--- config.mk ---
export PLATFORM = sky130hd
export DESIGN_NAME = sync_fifo_flags
export DESIGN_NICKNAME = d
export VERILOG_FILES = /design/src/rtl/fifo_pkg.sv /design/src/rtl/fifo_mem.sv /design/src/rtl/sync_fifo_flags.sv
export SDC_FILE = /design/constraint.sdc
export NUM_CORES = 1
export LEC_CHECK = 0
export CORE_ASPECT_RATIO = 1.2
export CORE_MARGIN = 4
export CORE_UTILIZATION = 51
export CTS_CLUSTER_DIAMETER = 150
export DETAILED_ROUTE_END_ITERATION = 10
export PLACE_DENSITY = 0.75
export REMOVE_ABC_BUFFERS = 1
export SLEW_MARGIN = 25
export SYNTH_ARGS = -nofsm -noshare
export SYNTH_HDL_FRONTEND = slang
export SYNTH_HIERARCHICAL = 1
export SYNTH_SLANG_ARGS = --single-unit
--- constraint.sdc ---
create_clock -name clk -period 1.8 [get_ports clk]
set_input_delay 0.36 -clock clk [delete_from_list [all_inputs] [get_ports clk]]
set_output_delay 0.36 -clock clk [all_outputs]
set_load 0.02 [all_outputs]
--- src/rtl/fifo_pkg.sv ---
// Shared helpers for the flagged synchronous FIFO: pointer sizing and depth legality.
package fifo_pkg;

  function automatic int unsigned ptr_w(input int unsigned depth);
    return (depth > 1) ? $clog2(depth) : 1;
  endfunction

  function automatic bit is_pow2(input int unsigned n);
    return (n != 0) && ((n & (n - 1)) == 0);
  endfunction

endpackage

--- src/rtl/fifo_mem.sv ---
// DEPTH x DATA_W simple dual-port storage: synchronous write, asynchronous read.
module fifo_mem #(
  parameter int unsigned DATA_W = 6,
  parameter int unsigned DEPTH  = 8,
  parameter int unsigned ADDR_W = 3
) (
  input  logic              clk_i,
  input  logic              we_i,
  input  logic [ADDR_W-1:0] waddr_i,
  input  logic [DATA_W-1:0] wdata_i,
  input  logic [ADDR_W-1:0] raddr_i,
  output logic [DATA_W-1:0] rdata_o
);

  logic [DATA_W-1:0] mem_q [DEPTH];

  always_ff @(posedge clk_i) begin
    if (we_i) mem_q[waddr_i] <= wdata_i;
  end

  assign rdata_o = mem_q[raddr_i];

endmodule

--- src/rtl/sync_fifo_flags.sv ---
// Single-clock FIFO with fill count, almost/full/empty flags, sticky error flags
// and a selectable registered or first-word-fall-through read port.
module sync_fifo_flags
  import fifo_pkg::*;
#(
  parameter int unsigned DATA_W    = 6,
  parameter int unsigned DEPTH     = 8,
  parameter int unsigned AFULL_TH  = 6,
  parameter int unsigned AEMPTY_TH = 1,
  parameter int unsigned FWFT      = 0
) (
  input  logic                    clk,
  input  logic                    srst,
  input  logic                    write_enable,
  input  logic                    read_enable,
  input  logic [DATA_W-1:0]       data_i,
  input  logic                    clr_err,
  output logic [DATA_W-1:0]       data_o,
  output logic                    valid_o,
  output logic                    full,
  output logic                    empty,
  output logic                    almost_full,
  output logic                    almost_empty,
  output logic [$clog2(DEPTH):0]  count,
  output logic                    overflow,
  output logic                    underflow
);

  localparam int unsigned PW = ptr_w(DEPTH);
  typedef logic [PW-1:0] ptr_t;
  typedef logic [PW:0]   cnt_t;

  localparam cnt_t DEPTH_C  = cnt_t'(DEPTH);
  localparam cnt_t AFULL_C  = cnt_t'(AFULL_TH);
  localparam cnt_t AEMPTY_C = cnt_t'(AEMPTY_TH);

  if (!is_pow2(DEPTH) || DEPTH < 2) begin : g_bad_depth
    $error("sync_fifo_flags: DEPTH must be a power of 2 and >= 2");
  end

  ptr_t wr_ptr_q, wr_ptr_d, rd_ptr_q, rd_ptr_d;
  cnt_t count_q, count_d;
  logic full_q, empty_q, afull_q, aempty_q;
  logic ovf_q, ovf_d, unf_q, unf_d;
  logic rd_acc, wr_acc;
  logic [DATA_W-1:0] rdata;

  // A push into a full FIFO is only legal when a pop frees the slot on the same edge.
  assign rd_acc = read_enable & ~empty_q;
  assign wr_acc = write_enable & (~full_q | rd_acc);

  always_comb begin
    wr_ptr_d = wr_ptr_q;
    rd_ptr_d = rd_ptr_q;
    count_d  = count_q;
    if (wr_acc) wr_ptr_d = wr_ptr_q + ptr_t'(1);
    if (rd_acc) rd_ptr_d = rd_ptr_q + ptr_t'(1);
    if (wr_acc && !rd_acc)      count_d = count_q + cnt_t'(1);
    else if (rd_acc && !wr_acc) count_d = count_q - cnt_t'(1);
  end

  // A fresh error in the clearing cycle takes precedence over clr_err.
  always_comb begin
    ovf_d = ovf_q;
    unf_d = unf_q;
    if (clr_err) begin
      ovf_d = 1'b0;
      unf_d = 1'b0;
    end
    if (write_enable && !wr_acc) ovf_d = 1'b1;
    if (read_enable && !rd_acc)  unf_d = 1'b1;
  end

  always_ff @(posedge clk) begin
    if (srst) begin
      wr_ptr_q <= '0;
      rd_ptr_q <= '0;
      count_q  <= '0;
      full_q   <= 1'b0;
      empty_q  <= 1'b1;
      afull_q  <= 1'b0;
      aempty_q <= 1'b1;
      ovf_q    <= 1'b0;
      unf_q    <= 1'b0;
    end else begin
      wr_ptr_q <= wr_ptr_d;
      rd_ptr_q <= rd_ptr_d;
      count_q  <= count_d;
      full_q   <= (count_d == DEPTH_C);
      empty_q  <= (count_d == '0);
      afull_q  <= (count_d >= AFULL_C);
      aempty_q <= (count_d <= AEMPTY_C);
      ovf_q    <= ovf_d;
      unf_q    <= unf_d;
    end
  end

  fifo_mem #(
    .DATA_W (DATA_W),
    .DEPTH  (DEPTH),
    .ADDR_W (PW)
  ) u_mem (
    .clk_i   (clk),
    .we_i    (wr_acc),
    .waddr_i (wr_ptr_q),
    .wdata_i (data_i),
    .raddr_i (rd_ptr_q),
    .rdata_o (rdata)
  );

  if (FWFT != 0) begin : g_fwft
    assign data_o  = rdata;
    assign valid_o = ~empty_q;
  end else begin : g_std
    logic [DATA_W-1:0] data_q;
    logic              valid_q;

    always_ff @(posedge clk) begin
      if (srst) begin
        data_q  <= '0;
        valid_q <= 1'b0;
      end else begin
        valid_q <= rd_acc;
        if (rd_acc) data_q <= rdata;
      end
    end

    assign data_o  = data_q;
    assign valid_o = valid_q;
  end

  assign count        = count_q;
  assign full         = full_q;
  assign empty        = empty_q;
  assign almost_full  = afull_q;
  assign almost_empty = aempty_q;
  assign overflow     = ovf_q;
  assign underflow    = unf_q;

endmodule
==> run_summary.xml, run 1 <==
<?xml version="1.0" encoding="UTF-8"?>
<metrics>
  <group name="timing">
    <metric name="final.setup_skew" unit="ns">0.00984</metric>
    <metric name="slew-limit-headroom" unit="">0.781</metric>
    <metric name="max_freq" unit="GHz">0.573</metric>
    <metric name="period_minus_slack" unit="ns">1.74</metric>
    <metric name="final.period_utilization" unit="">0.969</metric>
    <metric name="timing.hold.ws" unit="ns">0.455</metric>
    <metric name="fin_ws" unit="ns">0.0562</metric>
    <metric name="setup_viol" unit="">0</metric>
    <metric name="worstMarginPinSlew" unit="ns">0.327</metric>
    <metric name="hold_viol_final" unit="">0</metric>
    <metric name="drv_slew" unit="">0</metric>
    <metric name="finalSetupTns" unit="ns">0</metric>
  </group>
  <group name="route">
    <metric name="drt-vias-per-instance" unit="">5.53</metric>
    <metric name="drt_wl_total" unit="mm">5.16</metric>
    <metric name="drt_drc_violations_left" unit="">0</metric>
    <metric name="wl_per_cell" unit="um">16.6</metric>
    <metric name="dr.pass1.iters" unit="">4</metric>
    <metric name="routed-via-count" unit="">1719</metric>
    <metric name="postRouteAntennaNets" unit="">0</metric>
    <metric name="drt_iter0_drc" unit="">45</metric>
  </group>
  <group name="clocking">
    <metric name="cts_post_setup_buffers_inserted" unit="">0</metric>
    <metric name="cts_root_buffer" unit="">sky130_fd_sc_hd__clkbuf_8</metric>
    <metric name="tritoncts_clock_tree" unit="">built</metric>
    <metric name="clock_sink_count" unit="">71</metric>
    <metric name="htree_levels" unit="">3</metric>
    <metric name="clk_path_buf_depth" unit="">2</metric>
    <metric name="clk_pin_slew_worst_setup_hold_paths" unit="ns">0.07</metric>
    <metric name="cts_buffers" unit="">9</metric>
    <metric name="clk-insertion-delay-late" unit="ns">0.34</metric>
  </group>
  <group name="synth">
    <metric name="post_synth_instance_area" unit="sq um">2910</metric>
    <metric name="synthCells" unit="">193</metric>
    <metric name="synth.lib_cells_used.distinct" unit="">41</metric>
    <metric name="synth-seq-cells" unit="">71</metric>
    <metric name="synthesis.yosys.warnings" unit="">6</metric>
    <metric name="synth.avg_cell_area" unit="sq um">15.1</metric>
    <metric name="seq_area_frac_synth" unit="">0.653</metric>
  </group>
  <group name="floorplanning">
    <metric name="fp-row-count" unit="">29</metric>
    <metric name="width_of_the_die" unit="um">77.0</metric>
    <metric name="initial_core_util" unit="">0.539</metric>
    <metric name="floorplan.die_area" unit="sq um">6990</metric>
    <metric name="design.portCount" unit="">28</metric>
    <metric name="design.core.area" unit="sq um">5410</metric>
    <metric name="die_height" unit="um">90.8</metric>
  </group>
  <group name="critical_path">
    <metric name="cp-end-kind" unit="">register</metric>
    <metric name="cp_launch_type" unit="">primary input</metric>
    <metric name="critical_path_arrival" unit="ns">2.03</metric>
    <metric name="worstPathMaxFanout" unit="">8</metric>
    <metric name="critPathKind" unit="">primary input to register</metric>
    <metric name="required" unit="ns">2.08</metric>
  </group>
  <group name="finish">
    <metric name="layout.nets" unit="">259</metric>
    <metric name="layout.cells.most_common_list" unit="">48 x sky130_fd_sc_hd__edfxtp_1, 23 x sky130_fd_sc_hd__dfxtp_1, 22 x sky130_fd_sc_hd__clkdlybuf4s50_1, 19 x sky130_fd_sc_hd__buf_4, 18 x sky130_fd_sc_hd__nand2_1</metric>
    <metric name="synthesis_to_layout_area_growth" unit="%">24.5</metric>
    <metric name="leading_cell_type_in_the_layout_fill_and_taps_excluded" unit="">sky130_fd_sc_hd__edfxtp_1</metric>
    <metric name="drive_gt1_frac" unit="">0.205</metric>
    <metric name="nFillCells" unit="">371</metric>
    <metric name="post_layout_nonfiller_instances" unit="">311</metric>
    <metric name="area.sequential" unit="sq um">1900</metric>
    <metric name="multi_input_area" unit="sq um">965</metric>
    <metric name="design_area" unit="sq um">3620</metric>
    <metric name="number_of_antenna_diodes" unit="">0</metric>
  </group>
  <group name="power">
    <metric name="power.density" unit="nW/um^2">1230</metric>
    <metric name="worst_ir_drop_vdd" unit="V">0.00105</metric>
    <metric name="leakagePower" unit="nW">1.35</metric>
  </group>
  <group name="global_route">
    <metric name="globalRouteOverflowTotal" unit="">0</metric>
    <metric name="number_of_global_route_vias_before_repair" unit="">1731</metric>
    <metric name="antenna_found_initial" unit="">0</metric>
    <metric name="grt_first_pass_wirelength" unit="mm">8.56</metric>
    <metric name="grt_start_max_net_pins" unit="">15</metric>
    <metric name="groute.usage.overall" unit="">0.162</metric>
  </group>
  <group name="min_path">
    <metric name="min_path_type" unit="">register to register</metric>
  </group>
  <group name="run">
    <metric name="drv_cap" unit="">0</metric>
  </group>
  <group name="placed_design">
    <metric name="cell_count_after_placement" unit="">295</metric>
    <metric name="gp_congestion" unit="">0.883</metric>
    <metric name="portBuffers" unit="">27</metric>
    <metric name="place_worst_setup_slack" unit="ns">-0.310</metric>
    <metric name="placedInstanceArea" unit="sq um">3390</metric>
    <metric name="dpl.hpwl" unit="mm">3.59</metric>
  </group>
  <group name="run_status">
    <metric name="outcome" unit="">completed</metric>
  </group>
</metrics>
-- where the power goes --
part	internal, mW	switching, mW	leakage, nW
logic	0.562	0.519	0.607
clock network	0.784	0.585	0.114
registers	1.88	0.120	0.624
-- flip-flops by register name, summed over array words and instances (netlist names) --
register / cells
data_o: 6
almost_full: 1
count: 4
wr_ptr_q: 3
empty: 1
underflow: 1
full: 1
rd_ptr_q: 3
overflow: 1
almost_empty: 1
u_mem/mem_q: 48
valid_o: 1
-- cell usage after synthesis, drive strengths merged --
cell | number | area [sq um]
edfxtp | 48 | 1440
dfxtp | 23 | 460
nand2 | 18 | 67.6
nor2 | 17 | 63.8
mux4 | 12 | 315
a21oi | 7 | 35.0
inv | 7 | 26.3
mux2 | 6 | 67.6
nand2b | 5 | 31.3
buf | 4 | 25.0
ha | 4 | 50.1
nor3 | 4 | 20.0
xnor2 | 4 | 35.0
clkbuf | 3 | 11.3
a32oi | 2 | 17.5
and2b | 2 | 15.0
mux2i | 2 | 20.0
o211ai | 2 | 15.0
o21ai | 2 | 10.0
o22ai | 2 | 12.5
xor2 | 2 | 17.5
a211o | 1 | 8.76
a211oi | 1 | 12.5
a21boi | 1 | 7.51
a21o | 1 | 7.51
a221oi | 1 | 15.0
a22oi | 1 | 7.51
a31oi | 1 | 6.26
and4 | 1 | 8.76
nand3 | 1 | 5.00
nor2b | 1 | 6.26
nor3b | 1 | 7.51
nor4bb | 1 | 10.0
o2111a | 1 | 11.3
o22a | 1 | 8.76
or2 | 1 | 6.26
or3b | 1 | 11.3
or4b | 1 | 13.8
-- per-layer routing --
metal  part of all wire  vias to the layer above  track usage
li1                   -                      839            -
met5                  0                        -            0
met1               0.42                      838        0.196
met4              0.016                        0       0.0712
met3              0.040                        8       0.0429
met2               0.52                       34        0.270
-- worst max-delay path: stages --
cell                              delay, ns
sky130_fd_sc_hd__clkdlybuf4s50_1       0.54
sky130_fd_sc_hd__or3b_4                0.47
sky130_fd_sc_hd__a221oi_2              0.31
sky130_fd_sc_hd__a211o_1               0.16
sky130_fd_sc_hd__and4_1                0.18
-- worst paths after layout --
path	start	endpoint	slack, ns	cells after the start
min	data_o[4]$_SDFFE_PP0P_	data_o[4]$_SDFFE_PP0P_	0.46	2
max reg2reg	count[0]$_SDFF_PP0_	empty$_SDFF_PP1_	0.14	6
max	write_enable	almost_empty$_SDFF_PP1_	0.06	5
min reg2reg	data_o[4]$_SDFFE_PP0P_	data_o[4]$_SDFFE_PP0P_	0.46	2
-- metrics by stage --
step | total power, mW | utilization
3_3_place_gp | 3.12 | 0.626
5_1_grt | 4.67 | 0.670
6_report | 4.45 | 0.670
4_1_cts | 4.49 | 0.666
2_1_floorplan | 2.67 | -
3_5_place_dp | 3.13 | 0.626
-- timing repair --
item                       CTS  global route
resized for setup            3             6
setup endpoints to repair    3            54
hold buffers                 0             0
pin swaps                    0             0
gates cloned                 0             0
-- logic make-up after synthesis --
logic type                 count (synthesis)  synth area share
DFF                                       71             0.653
and+or+nand+nor                           54            0.0915
AOI/OAI and AO/OA                         24            0.0602
muxes                                     20             0.138
buffers and inverters                     14            0.0215
xor gates and xnor gates                   6            0.0180
adders and majority gates                  4            0.0172
-- layout make-up --
class / count / area share
clock buffer: 9 / 0.0342
clock inverter: 7 / 0.0266
inverter: 7 / 0.00725
multi-input combinational: 108 / 0.266
sequential: 71 / 0.525
tap: 62 / 0.0214
timing repair buffer: 47 / 0.120
(Power assumes the default switching activity.)
==> inputs of run 2 (changes only) <==
--- a/config.mk
+++ b/config.mk
@@ -10,6 +10,7 @@
 export CORE_UTILIZATION = 51
 export CTS_CLUSTER_DIAMETER = 150
 export DETAILED_ROUTE_END_ITERATION = 10
+export GPL_TIMING_DRIVEN = 0
 export PLACE_DENSITY = 0.75
 export REMOVE_ABC_BUFFERS = 1
 export SLEW_MARGIN = 25
==> run_summary.xml, run 2 (synthesized netlist as in run 1, its figures left out) <==
<?xml version="1.0" encoding="UTF-8"?>
<metrics>
  <group name="timing">
    <metric name="drv_slew" unit="">0</metric>
    <metric name="setup_viol" unit="">0</metric>
    <metric name="period_minus_slack" unit="ns">1.69</metric>
    <metric name="slew-limit-headroom" unit="">0.449</metric>
    <metric name="finalSetupTns" unit="ns">0</metric>
    <metric name="final.setup_skew" unit="ns">0.00686</metric>
    <metric name="max_freq" unit="GHz">0.591</metric>
    <metric name="grt_setup_unrepaired" unit="">false</metric>
    <metric name="fin_ws" unit="ns">0.108</metric>
    <metric name="final.period_utilization" unit="">0.940</metric>
    <metric name="worstMarginPinSlew" unit="ns">0.826</metric>
    <metric name="hold_viol_final" unit="">0</metric>
  </group>
  <group name="clocking">
    <metric name="htree_levels" unit="">3</metric>
    <metric name="cts.hold.buffers_added" unit="">0</metric>
    <metric name="tritoncts_clock_tree" unit="">built</metric>
    <metric name="clk_path_buf_depth" unit="">2</metric>
    <metric name="clk_pin_slew_worst_setup_hold_paths" unit="ns">0.07</metric>
    <metric name="cts_buffers" unit="">9</metric>
    <metric name="clock_sink_count" unit="">71</metric>
    <metric name="clk-insertion-delay-late" unit="ns">0.34</metric>
    <metric name="cts_root_buffer" unit="">sky130_fd_sc_hd__clkbuf_8</metric>
  </group>
  <group name="route">
    <metric name="dr.pass1.iters" unit="">4</metric>
    <metric name="postRouteAntennaNets" unit="">0</metric>
    <metric name="total_met2_wirelength_after_detailed_routing" unit="mm">2.78</metric>
    <metric name="drt_wl_total" unit="mm">5.31</metric>
    <metric name="routed.top_layer" unit="">met4</metric>
    <metric name="routed-via-count" unit="">1682</metric>
    <metric name="wl_per_cell" unit="um">17.8</metric>
    <metric name="drt_drc_violations_left" unit="">0</metric>
    <metric name="m1_wire_length" unit="mm">2.21</metric>
    <metric name="drt-vias-per-instance" unit="">5.64</metric>
    <metric name="drt_iter0_drc" unit="">88</metric>
    <metric name="wl_met3" unit="um">242</metric>
  </group>
  <group name="finish">
    <metric name="layout.cells.most_common_list" unit="">48 x sky130_fd_sc_hd__edfxtp_1, 22 x sky130_fd_sc_hd__dfxtp_1, 19 x sky130_fd_sc_hd__clkdlybuf4s50_1, 17 x sky130_fd_sc_hd__nand2_1, 12 x sky130_fd_sc_hd__mux4_1</metric>
    <metric name="top_register" unit="">u_mem/mem_q</metric>
    <metric name="drive_gt1_frac" unit="">0.208</metric>
    <metric name="synthesis_to_layout_area_growth" unit="%">25.3</metric>
    <metric name="multi_input_area" unit="sq um">1070</metric>
    <metric name="post_layout_nonfiller_instances" unit="">298</metric>
    <metric name="nFillCells" unit="">380</metric>
    <metric name="layout.nets" unit="">246</metric>
    <metric name="leading_cell_type_in_the_layout_fill_and_taps_excluded" unit="">sky130_fd_sc_hd__edfxtp_1</metric>
    <metric name="number_of_antenna_diodes" unit="">0</metric>
    <metric name="design_area" unit="sq um">3650</metric>
    <metric name="largest_register_ffs" unit="">48</metric>
    <metric name="area.sequential" unit="sq um">1910</metric>
  </group>
  <group name="critical_path">
    <metric name="critical_path.max_stage_delay" unit="ns">0.37</metric>
    <metric name="critPathKind" unit="">register to register</metric>
    <metric name="required" unit="ns">1.86</metric>
    <metric name="worstPathMaxFanout" unit="">13</metric>
    <metric name="cp_cell_sequence" unit="">nand2b_4 -&gt; a21boi_4 -&gt; nand2_4 -&gt; nor3_4 -&gt; buf_12</metric>
    <metric name="critPathSlowestCell" unit="">sky130_fd_sc_hd__dfxtp_1</metric>
    <metric name="cp-end-kind" unit="">register</metric>
    <metric name="cp_launch_type" unit="">register</metric>
    <metric name="critical_path_arrival" unit="ns">1.76</metric>
  </group>
  <group name="floorplanning">
    <metric name="die_height" unit="um">90.8</metric>
    <metric name="floorplan.die_area" unit="sq um">6990</metric>
    <metric name="width_of_the_die" unit="um">77.0</metric>
    <metric name="initial_core_util" unit="">0.539</metric>
    <metric name="fp-row-count" unit="">29</metric>
    <metric name="design.portCount" unit="">28</metric>
    <metric name="design.core.area" unit="sq um">5410</metric>
  </group>
  <group name="placed_design">
    <metric name="gp_congestion" unit="">0.805</metric>
    <metric name="place_worst_setup_slack" unit="ns">-1.15</metric>
    <metric name="cell_count_after_placement" unit="">275</metric>
    <metric name="dpl.hpwl" unit="mm">3.31</metric>
    <metric name="placedInstanceArea" unit="sq um">3230</metric>
    <metric name="portBuffers" unit="">27</metric>
  </group>
  <group name="min_path">
    <metric name="min_path_type" unit="">register to register</metric>
  </group>
  <group name="run_status">
    <metric name="outcome" unit="">completed</metric>
  </group>
  <group name="power">
    <metric name="worst_ir_drop_vdd" unit="V">0.000816</metric>
    <metric name="leakagePower" unit="nW">1.29</metric>
    <metric name="power.density" unit="nW/um^2">1200</metric>
  </group>
  <group name="global_route">
    <metric name="globalRouteOverflowTotal" unit="">0</metric>
    <metric name="number_of_global_route_vias_before_repair" unit="">1660</metric>
    <metric name="grt_start_max_net_pins" unit="">23</metric>
    <metric name="antenna_found_initial" unit="">0</metric>
    <metric name="grt_first_pass_wirelength" unit="mm">8.45</metric>
    <metric name="groute.usage.overall" unit="">0.163</metric>
  </group>
  <group name="run">
    <metric name="drv_cap" unit="">0</metric>
  </group>
</metrics>
[run 2: cell count changes in the layout (fill, tap and decap cells not counted), sizes merged, moves of 2 or more]
cell / before / now
buf: 20 / 7
clkinv: 4 / 0
clkbuf: 9 / 12
clkdlybuf4s50: 22 / 19
clkinvlp: 0 / 3
dlygate4sd2: 3 / 5
[run 2: through the flow]
step | util | hold WS (ns) | power, mW
floorplan | - | 0.429 | 2.67
global placement | 0.596 | 0.443 | 3.01
detailed placement | 0.598 | 0.447 | 3.03
CTS | 0.668 | 0.457 | 4.40
global route | 0.675 | 0.481 | 4.61
finish | 0.675 | 0.455 | 4.39
[run 2: worst paths after layout]
kind	startpoint	endpoint	slack, ns	cells past startpoint
max reg2reg	empty$_SDFF_PP1_	u_mem/mem_q[4][2]$_DFFE_PP_	0.11	5
min reg2reg	data_o[1]$_SDFFE_PP0P_	data_o[1]$_SDFFE_PP0P_	0.45	2
min	data_o[1]$_SDFFE_PP0P_	data_o[1]$_SDFFE_PP0P_	0.45	2
max	empty$_SDFF_PP1_	u_mem/mem_q[4][2]$_DFFE_PP_	0.11	5
[run 2: metal layers]
| metal | GRT usage | vias up |
|---|---|---|
| li1 | - | 819 |
| met1 | 0.188 | 818 |
| met2 | 0.275 | 37 |
| met3 | 0.0589 | 8 |
| met4 | 0.0608 | 0 |
| met5 | 0 | - |
[run 2: power breakdown]
group / internal (mW) / switching [mW] / leakage (nW) / total [mW]
Sequential: 1.89 / 0.150 / 0.625 / 2.04
Combinational: 0.550 / 0.505 / 0.575 / 1.06
Clock: 0.725 / 0.573 / 0.0940 / 1.30
[run 2: layout make-up]
class / instances / area share
Inverter: 7 / 0.00720
Tap cell: 62 / 0.0213
Sequential cell: 71 / 0.522
Clock inverter: 4 / 0.0144
Multi-Input combinational cell: 108 / 0.293
Clock buffer: 12 / 0.0429
Timing Repair Buffer: 34 / 0.0991
[run 2: timing repair]
item                                    in CTS  in global routing
pin swaps                                    5                  0
setup buffers                                5                  2
endpoints found under the setup margin      62                 10
resized for setup                           30                  7
[run 2: critical path, delay by kind of cell, from the launching register on]
family          cells  cell delay (ns)
compound gates      1             0.27
buf+inv             1             0.15
flops               1             0.37
simple gates        3             0.61
